<file path="src/rtl/usrt_tx_front.sv">
// USRT transmit front end: baud tick generator, one-byte holding register and frame builder.
// Optional overrun flag (o_Overrun) is built when USRT_TX_OVERRUN_EN is defined.
module usrt_tx_front #(
    parameter int BAUD_W = 14,
    parameter int DATA_W = 8
) (
    input  logic                i_Pclk,
    input  logic                i_Reset,
    input  logic                i_Enable,
    input  logic [DATA_W-1:0]   i_Data,
    input  logic [BAUD_W-1:0]   i_Baud,
    input  logic [1:0]          i_Parity,
    input  logic                i_Done,
`ifdef USRT_TX_OVERRUN_EN
    output logic                o_Overrun,
`endif
    output logic                o_Bclk,
    output logic [DATA_W-1:0]   o_Data,
    output logic [DATA_W+2:0]   o_Frame,
    output logic                o_Busy,
    output logic                o_Ready
);

    typedef enum logic [1:0] {
        ST_IDLE,
        ST_LOAD,
        ST_PENDING
    } state_t;

    state_t              state_q, state_d;
    logic [BAUD_W-1:0]   cnt_q, cnt_d;
    logic [BAUD_W-1:0]   period_m1;
    logic                bclk_q, bclk_d;
    logic [DATA_W-1:0]   data_q, data_d;
    logic [DATA_W+2:0]   frame_q, frame_d;
    logic                busy_q, busy_d;
    logic                ready_q, ready_d;
    logic                parity_bit;
`ifdef USRT_TX_OVERRUN_EN
    logic                overrun_q, overrun_d;
`endif

    // A divisor of 0 behaves as 1; ">=" lets a shrinking divisor force an immediate wrap.
    assign period_m1 = (i_Baud == '0) ? '0 : i_Baud - 1'b1;

    always_comb begin
        // NOTE: every combinational output gets a default first so no path leaves it unassigned (no latch).
        cnt_d  = cnt_q + 1'b1;
        bclk_d = 1'b0;
        if (cnt_q >= period_m1) begin
            cnt_d  = '0;
            bclk_d = 1'b1;
        end
    end

    always_comb begin
        case (i_Parity)
            2'd1:    parity_bit = ^data_q;
            2'd2:    parity_bit = ~(^data_q);
            default: parity_bit = 1'b1;
        endcase
    end

    always_comb begin
        state_d = state_q;
        data_d  = data_q;
        frame_d = frame_q;
        busy_d  = busy_q;
        ready_d = ready_q;
`ifdef USRT_TX_OVERRUN_EN
        overrun_d = overrun_q;
`endif
        case (state_q)
            ST_IDLE: begin
                if (i_Enable) begin
                    data_d  = i_Data;
                    busy_d  = 1'b1;
                    state_d = ST_LOAD;
`ifdef USRT_TX_OVERRUN_EN
                    overrun_d = 1'b0;
`endif
                end
            end
            ST_LOAD: begin
                frame_d = {1'b1, parity_bit, data_q, 1'b0};
                ready_d = 1'b1;
                state_d = ST_PENDING;
`ifdef USRT_TX_OVERRUN_EN
                if (i_Enable) overrun_d = 1'b1;
`endif
            end
            ST_PENDING: begin
                // Done wins over a simultaneous write; the write is dropped.
                if (i_Done) begin
                    busy_d  = 1'b0;
                    ready_d = 1'b0;
                    state_d = ST_IDLE;
                end
`ifdef USRT_TX_OVERRUN_EN
                if (i_Enable) overrun_d = 1'b1;
`endif
            end
            default: state_d = ST_IDLE;
        endcase
    end

    // NOTE: sequential state uses non-blocking assignments so all registers update together.
    always_ff @(posedge i_Pclk or negedge i_Reset) begin
        if (!i_Reset) begin
            state_q <= ST_IDLE;
            cnt_q   <= '0;
            bclk_q  <= 1'b0;
            data_q  <= '0;
            frame_q <= '1;
            busy_q  <= 1'b0;
            ready_q <= 1'b0;
`ifdef USRT_TX_OVERRUN_EN
            overrun_q <= 1'b0;
`endif
        end else begin
            state_q <= state_d;
            cnt_q   <= cnt_d;
            bclk_q  <= bclk_d;
            data_q  <= data_d;
            frame_q <= frame_d;
            busy_q  <= busy_d;
            ready_q <= ready_d;
`ifdef USRT_TX_OVERRUN_EN
            overrun_q <= overrun_d;
`endif
        end
    end

    assign o_Bclk  = bclk_q;
    assign o_Data  = data_q;
    assign o_Frame = frame_q;
    assign o_Busy  = busy_q;
    assign o_Ready = ready_q;
`ifdef USRT_TX_OVERRUN_EN
    assign o_Overrun = overrun_q;
`endif

endmodule

</file>
<file path="config.mk">
export PLATFORM = sky130hd
export DESIGN_NAME = usrt_tx_front
export DESIGN_NICKNAME = d
export VERILOG_FILES = /design/src/rtl/usrt_tx_front.sv
export SDC_FILE = /design/constraint.sdc
export NUM_CORES = 1
export LEC_CHECK = 0
export ABC_AREA = 0
export CORE_MARGIN = 4
export CORE_UTILIZATION = 25
export CTS_CLUSTER_DIAMETER = 60
export DETAILED_ROUTE_END_ITERATION = 7
export GPL_TIMING_DRIVEN = 0
export PLACE_DENSITY = 0.58
export RECOVER_POWER = 100
export SLEW_MARGIN = 20
export SYNTH_ARGS = -nofsm -noshare
export SYNTH_HDL_FRONTEND = slang
export SYNTH_SLANG_ARGS = --single-unit
</file>
<file path="constraint.sdc">
create_clock -name i_Pclk -period 4.29 [get_ports i_Pclk]
set_input_delay 0.429 -clock i_Pclk [delete_from_list [all_inputs] [get_ports i_Pclk]]
set_output_delay 0.429 -clock i_Pclk [all_outputs]
set_load 0.005 [all_outputs]
</file>
==> Yosys cells after proc, flatten, opt, wreduce, memory -nomap -nowiden <==
Index checks and enable logic that the tools add are counted.
{ "totals": {"reg_bits": 37, "latchBits": 0, "mem_bits_rw": 0, "mem_bits_ro": 0, "input_bits": 28, "out_inout_bits": 22, "elab_cells": 37, "memories": 0} }
{ "classes": {"addsub": 2, "mul": 0, "n_div": 0, "order_cmp": 1, "eq_ne": 6, "n_shift": 0, "mux": 11, "bitwise_logic": 1, "n_reduce_logical": 9} }
{ "ops": {"columns": ["cell", "n"], "rows": [
  ["$mux W14", 2],
  ["$add A14 B1 Y14 const B", 1],
  ["$ge A14 B14 Y1", 1],
  ["$logic_not A14 Y1", 1],
  ["$sub A14 B1 Y14 const B", 1],
  ["$reduce_xor A8 Y1", 1],
  ["$pmux W1 S2", 3],
  ["$pmux W2 S3", 1],
  ["$reduce_and A2 Y1", 3],
  ["$eq A2 B1 Y1 const B", 2],
  ["$eq A2 B2 Y1 const B", 2],
  ["$mux W2", 2],
  ["$ne A2 B2 Y1 const B", 2],
  ["$reduce_bool A2 Y1", 2],
  ["$mux W1", 3],
  ["$reduce_and A3 Y1", 1],
  ["$logic_not A2 Y1", 1],
  ["$not A1 Y1", 1]
]} }

==> Logic depth before layout (Yosys ltp) <==
Gate-level depths: netlist of the first run.
{ "depth": {"ltp_word": 4, "depth_mapped": 14, "ltp_nobuf": 13} }

==> Least setup slack after synthesis of the first run <==
OpenSTA, ideal clock, no wires.
{ "synth_timing": {"path_type": "input-to-reg", "startpoint": "in i_Baud[7]", "endpoint": "reg cnt_q[10]", "setup_ps": 72, "arrival_time_ps": 3258, "required_ps": 4218, "slack_ps": 959, "path_stages": 12, "path_buffers": 2, "cell_sequence": "or4_4 -> or3_1 -> or3_4 -> buf_6 -> nand2_1 -> ha_1 -> a21o_1 -> a21o_1 -> a221oi_1 -> o221ai_1 -> clkbuf_1 -> nor2_1"} }
{ "synth_via": {"elab_chain_cells": 4, "word_cells_on_any_way": 5, "cone_classes": "add/sub: 1; order compare: 1; mux: 2; reduce/logical: 1"} }
{ "synth_lines": {"columns": ["element", "line", "text"], "rows": [
  ["start: declaration", "11", "input logic [BAUD_W-1:0] i_Baud,"],
  ["$sub A14 B1 Y14 / $logic_not A14 Y1 (equally long branches)", "44", "assign period_m1 = (i_Baud == '0) ? '0 : i_Baud - 1'b1;"],
  ["$mux W14 *", "44", null],
  ["$ge A14 B14 Y1 *", "50", "if (cnt_q >= period_m1) begin"],
  ["$mux W14 *", "50", null],
  ["net cnt_d[10]", "31", "logic [BAUD_W-1:0] cnt_q, cnt_d;"],
  ["end signal: assignment", "122", "cnt_q <= cnt_d;"],
  ["end: declaration", "31", null]
]} }
Mark *: on every way through the listed nets, which the timed path passes. The rest lies on a longest branch.
A chain may end at the register's enable or synchronous reset.

==> Worst setup path in the final report of the first run <==
{ "layout_timing": {"startpoint": "in i_Baud[7]", "endpoint": "reg cnt_q[6]"} }
The elaborated chain is that of the path after synthesis.

==> results of run 1 <==
-- power by group --
part           switching, mW  total [mW]  internal [mW]
Sequential             0.124       0.635          0.512
Clock                  0.114       0.230          0.115
Combinational          0.260       0.636          0.376
-- per-layer routing --
metal  GRT usage  share of wire
met1       0.113           0.43
met2       0.185           0.54
met3      0.0186          0.016
met4      0.0307          0.012
met5           0              0
-- Yosys cell counts, types with 2 or more instances --
master,number
dfstp_2,10
a21oi_1,7
nand2b_1,3
nand2_1,22
and2_1,2
a21o_1,5
nor2b_1,2
xnor2_1,12
inv_1,10
mux2i_1,2
ha_1,18
nor3b_1,2
nor3_1,5
and3_1,2
nor2_1,21
nor4_1,3
o21ai_0,3
nand3_1,6
nand4_1,3
clkbuf_1,2
xor2_1,15
mux2_2,16
dfrtp_1,27
-- critical path, cell delays in order --
cell	delay [ns]
clkdlybuf4s50_1	0.49
or4_4	0.57
or3_1	0.34
or3_4	0.39
buf_6	0.15
nand2_1	0.06
ha_1	0.23
a21o_1	0.19
a21o_1	0.18
a221oi_1	0.28
o221ai_1	0.29
clkbuf_1	0.30
nor2_1	0.16
-- logic make-up (layout without fill, tap and decap cells) --
family / count (synthesis) / count (layout) / synth area share
fa+ha+maj: 18 / 18 / 0.103
simple gates: 76 / 76 / 0.170
buf+inv: 15 / 72 / 0.0310
flops: 37 / 37 / 0.431
xor+xnor: 27 / 27 / 0.108
compound gates: 21 / 21 / 0.0631
mux: 18 / 18 / 0.0918
other cells: 1 / 1 / 0.00172
-- registers in the layout, indices dropped and copies added, names as in the netlist --
register	flops
o_Frame	10
o_Data	8
cnt_q	14
o_Ready	1
o_Busy	1
state_q	2
o_Bclk	1
-- area by class of cell --
type                    count  area, µm²
fillers                   862       5470
repair buffers             49        478
clock buffers               8       80.1
inverters                  10       37.5
multi-input cells         161       1170
plain buffers               5       30.0
well taps                 105        131
flip-flops and latches     37        938
-- metrics by stage --
step	hold slack (ns)	power, mW	utilization
2_1_floorplan	0.133	1.00	-
3_3_place_gp	0.480	1.31	0.335
3_5_place_dp	0.359	1.34	0.336
4_1_cts	0.0531	1.58	0.346
5_1_grt	0.258	1.63	0.344
6_report	0.193	1.50	0.344
-- worst min-delay path by stage --
stage	endpoint	slack, ns	cells after the start
floorplan	cnt_q[0]	0.13	0
global placement	o_Frame[0]	0.48	1
detailed placement	o_Data[6]	0.36	1
CTS	o_Data[0]	0.05	1
global route	o_Data[0]	0.26	1
finish	o_Data[6]	0.19	1
==> impl_metrics.json, run 1 <==
{
  "outcome": "finished, final reports clean",
  "wirelength_mm": 4.63,
  "synth_area_per_cell_um2": 10.2,
  "grt_antenna_before_repair": 0,
  "num_rows": 33,
  "yosys.area.top_type": "dfrtp_1",
  "finalWorstSetupSlack_ns": 0.413,
  "area_growth_pct": 31.6,
  "r2r-start": "cnt_q[11]",
  "synth_nets": 259,
  "gr-usage-all-layers": 0.0990,
  "finalInstanceArea_mm2": 0.00287,
  "netlist_instances": 213,
  "final_nets": 315,
  "fp.dieArea_mm2": 0.0103,
  "clk_pin_slew_worst_paths_ns": 0.07,
  "yosysSeqAreaShare": 0.431,
  "postCtsSetupBuffers": 0,
  "numCtsBuffers": 5,
  "grt_pass1_wl_mm": 8.19,
  "max_freq_ghz": 0.258,
  "r2r-end": "cnt_q[6]",
  "drive_above_1_share": 0.133,
  "root_buffer": "clkbuf_8",
  "ctsHoldBuffers": 0,
  "endpoint": "cnt_q[6]",
  "crit_fanout": 10,
  "final-instance-count-excl-fill": 375,
  "setup-violations-final": 0,
  "design.core.area_mm2": 0.00834,
  "drc": 0,
  "period_minus_slack_ns": 3.88,
  "critPathLaunchType": "input pin",
  "crit_path_start": "i_Baud[7]",
  "h-tree-depth": 2,
  "finalCritPeriodShare": 0.904,
  "endpoint_kind": "flop",
  "ys_warn_count": 0,
  "vias": 1658,
  "fp.dieH_um": 101,
  "synth_area_mm2": 0.00218,
  "drt_iter0_markers": 24,
  "start_util": 0.261,
  "rr_worst_depth": 7,
  "mostFrequentLayoutCells": "dfrtp_1 (27), clkdlybuf4s50_1 (24), dlygate4sd3_1 (23), nand2_1 (22), nor2_1 (21)",
  "tightestPinTransition_ns": 1.30,
  "path_class": "input pin to flop",
  "place_area_mm2": 0.00281,
  "final_common_cell": "dfrtp_1",
  "worstHoldPathType": "input pin to asynchronous set/reset pin",
  "grt_pass1_vias": 1822,
  "final-hold-violation-count": 0,
  "max_slew_margin": 0.131,
  "synth_area_leaders": "dfrtp_1 (31%), dfstp_2 (12%), ha_1 (10%), mux2_2 (8.3%), xor2_1 (6.0%)",
  "rrSetupSlack_ns": 2.09,
  "fin_skew_ns": 0.00379,
  "setup-tns-final_ns": 0,
  "clock-sinks": 37,
  "powerDensity_mw_per_mm2": 523,
  "ant_nets": 0,
  "clockBufferDepth": 2,
  "grt_max_degree": 25,
  "synth_ff_type": "dfrtp_1",
  "dp_cells": 367,
  "routabilityCongestion": 0.729,
  "gr-total-overflow": 0,
  "ys_seq_elements": 37,
  "cap_violations": 0,
  "dpl_worst_slack_ns": 0.124,
  "firstDrtPassIters": 4,
  "diodes": 0,
  "insertion_delay_ns": 0.28,
  "rsz0062_at_grt": "no",
  "io_pins": 50,
  "worstPathRequired_ns": 4.49,
  "critPathArrivalTime_ns": 4.08,
  "synth_edf_count": 0,
  "maxSlewViolCount": 0,
  "ys_async_sr_fraction": 1.00,
  "cts_tree": "built",
  "dieWidth_um": 101,
  "dp_hpwl_mm": 3.70,
  "via_per_inst": 4.42,
  "cts_resized": 0,
  "peakVddDrop_uv": 200,
  "drt-wirelength-per-cell_um": 12.4,
  "portBuffers": 48,
  "p_leak_nw": 1.28,
  "yosysUniqueCellTypes": 38,
  "synth_top_area_frac": 0.310
}
(Power assumes the default switching activity.)
==> inputs of run 2 (changes only) <==
--- a/config.mk
+++ b/config.mk
@@ -11,7 +11,6 @@
 export CTS_CLUSTER_DIAMETER = 60
 export DETAILED_ROUTE_END_ITERATION = 7
 export GPL_TIMING_DRIVEN = 0
-export PLACE_DENSITY = 0.58
 export RECOVER_POWER = 100
 export SLEW_MARGIN = 20
 export SYNTH_ARGS = -nofsm -noshare
==> constraint.sdc (replaced) <==
create_clock -name i_Pclk -period 4.35 [get_ports i_Pclk]
set_input_delay 0.435 -clock i_Pclk [delete_from_list [all_inputs] [get_ports i_Pclk]]
set_output_delay 0.435 -clock i_Pclk [all_outputs]
set_load 0.005 [all_outputs]
==> run 2 against run 1 <==
Against the previous run:
- non-clock buffer count unchanged
- first-iteration DRC count up 13%
- clock-buffer cell count is the same
- critical endpoint is now cnt_q[8]
- highest routed layer unchanged
==> impl_metrics.json, run 2 (same netlist as run 1, synthesis figures left out) <==
{
  "outcome": "finished, final reports clean",
  "highest_layer": "met4",
  "cp_num_buf_inv": 3,
  "clockBufferDepth": 2,
  "wl_met3_um": 80,
  "drt_iter0_markers": 27,
  "finalWorstSetupSlack_ns": 0.421,
  "path_class": "input pin to flop",
  "period_minus_slack_ns": 3.93,
  "cts_tree": "built",
  "postCtsSetupBuffers": 0,
  "fill_cells": 873,
  "cap_violations": 0,
  "dieWidth_um": 101,
  "slowest_stage": "or4_4",
  "vias": 1623,
  "max_slew_margin": 0.281,
  "routabilityCongestion": 0.737,
  "dp_cells": 367,
  "endpoint_kind": "flop",
  "final_nets": 315,
  "gr-usage-all-layers": 0.0938,
  "setup-violations-final": 0,
  "rsz0062_at_grt": "no",
  "powerDensity_mw_per_mm2": 512,
  "worstHoldPathType": "input pin to asynchronous set/reset pin",
  "root_buffer": "clkbuf_8",
  "final-hold-violation-count": 0,
  "h-tree-depth": 2,
  "area_growth_pct": 31.4,
  "diodes": 0,
  "worstPathRequired_ns": 4.56,
  "drt-wirelength-per-cell_um": 12.0,
  "insertion_delay_ns": 0.28,
  "gr-total-overflow": 0,
  "num_rows": 33,
  "fp.dieArea_mm2": 0.0103,
  "critPathMaxStageDelay_ns": 0.57,
  "tightestPinTransition_ns": 1.08,
  "grt_max_degree": 21,
  "setup-tns-final_ns": 0,
  "design.core.area_mm2": 0.00834,
  "largest-register": "cnt_q",
  "final-instance-count-excl-fill": 375,
  "fin_skew_ns": 0.00442,
  "largest_reg_flops": 14,
  "grt_antenna_before_repair": 0,
  "fin_hold_ws_ns": 0.252,
  "ctsHoldBuffers": 0,
  "portBuffers": 48,
  "clock-sinks": 37,
  "peakVddDrop_uv": 177,
  "drc": 0,
  "clk_pin_slew_worst_paths_ns": 0.07,
  "fp.dieH_um": 101,
  "max_freq_ghz": 0.255,
  "start_util": 0.261,
  "finalCritPeriodShare": 0.903,
  "numCtsBuffers": 5,
  "cts_resized": 0,
  "dpl_worst_slack_ns": 0.156,
  "wirelength_mm": 4.50,
  "crit_family": "simple AND/OR/NAND/NOR gates",
  "final_common_cell": "dfrtp_1",
  "grt_pass1_vias": 1643,
  "grt_pass1_wl_mm": 7.69,
  "critPathArrivalTime_ns": 4.13,
  "crit_fanout": 10,
  "dp_hpwl_mm": 3.69,
  "mostFrequentLayoutCells": "dfrtp_1 (27), clkdlybuf4s50_1 (24), dlygate4sd3_1 (23), nand2_1 (22), nor2_1 (21)",
  "wl_met2_mm": 2.42,
  "maxSlewViolCount": 0,
  "io_pins": 50,
  "firstDrtPassIters": 4,
  "drive_above_1_share": 0.130,
  "via_per_inst": 4.33,
  "p_leak_nw": 1.28,
  "critPathLaunchType": "input pin",
  "final_util": 0.343,
  "cp_cell_sequence": "clkdlybuf4s50_1 > or4_4 > or3_1 > or3_1 > buf_6 > nand2_1 > ha_1 > a21o_1 > a21o_1 > a221oi_1 > o221ai_1 > clkbuf_1 > nor2_1",
  "m1WireLength_mm": 1.92,
  "ant_nets": 0
}
## run 2: through the flow
step	instance area (µm²)	power, mW
after CTS	2890	1.54
final	2860	1.47
after global routing	2860	1.60
after detailed placement	2810	1.31
after global placement	2790	1.29
after floorplan	2180	0.989
## run 2: cell type report
cell class	count	area, µm²	area share
Sequential cell	37	938	0.328
Tap cell	105	131	0.0459
Clock buffer	8	80.1	0.0280
Multi-Input combinational cell	161	1170	0.408
Buffer	5	30.0	0.0105
Inverter	10	37.5	0.0131
Timing Repair Buffer	49	478	0.167
## run 2: path summary, 6_finish.rpt
path	slack, ns	from	to	depth (start not counted)
worst min-delay path	0.25	i_Reset	cnt_q[13]	1
max in group asynchronous	2.64	i_Reset	cnt_q[3]	2
min in group i_Pclk	0.50	o_Frame[0]	o_Frame[0]	1
worst min register to register	0.50	o_Frame[0]	o_Frame[0]	1
worst max-delay path	0.42	i_Baud[7]	cnt_q[8]	13
worst max register to register	2.14	cnt_q[11]	cnt_q[8]	7
## run 2: where the power goes
part           total [mW]  switching, mW  internal (mW)
Sequential          0.625          0.120          0.505
Combinational       0.617          0.247          0.370
Clock               0.224          0.110          0.114
Total                1.47          0.477          0.989
## run 2: per-layer routing
layer  up-vias  GRT usage
met3         7     0.0200
met1       763      0.109
li1        842          -
met5         -          0
met2        11      0.167
met4         0     0.0368
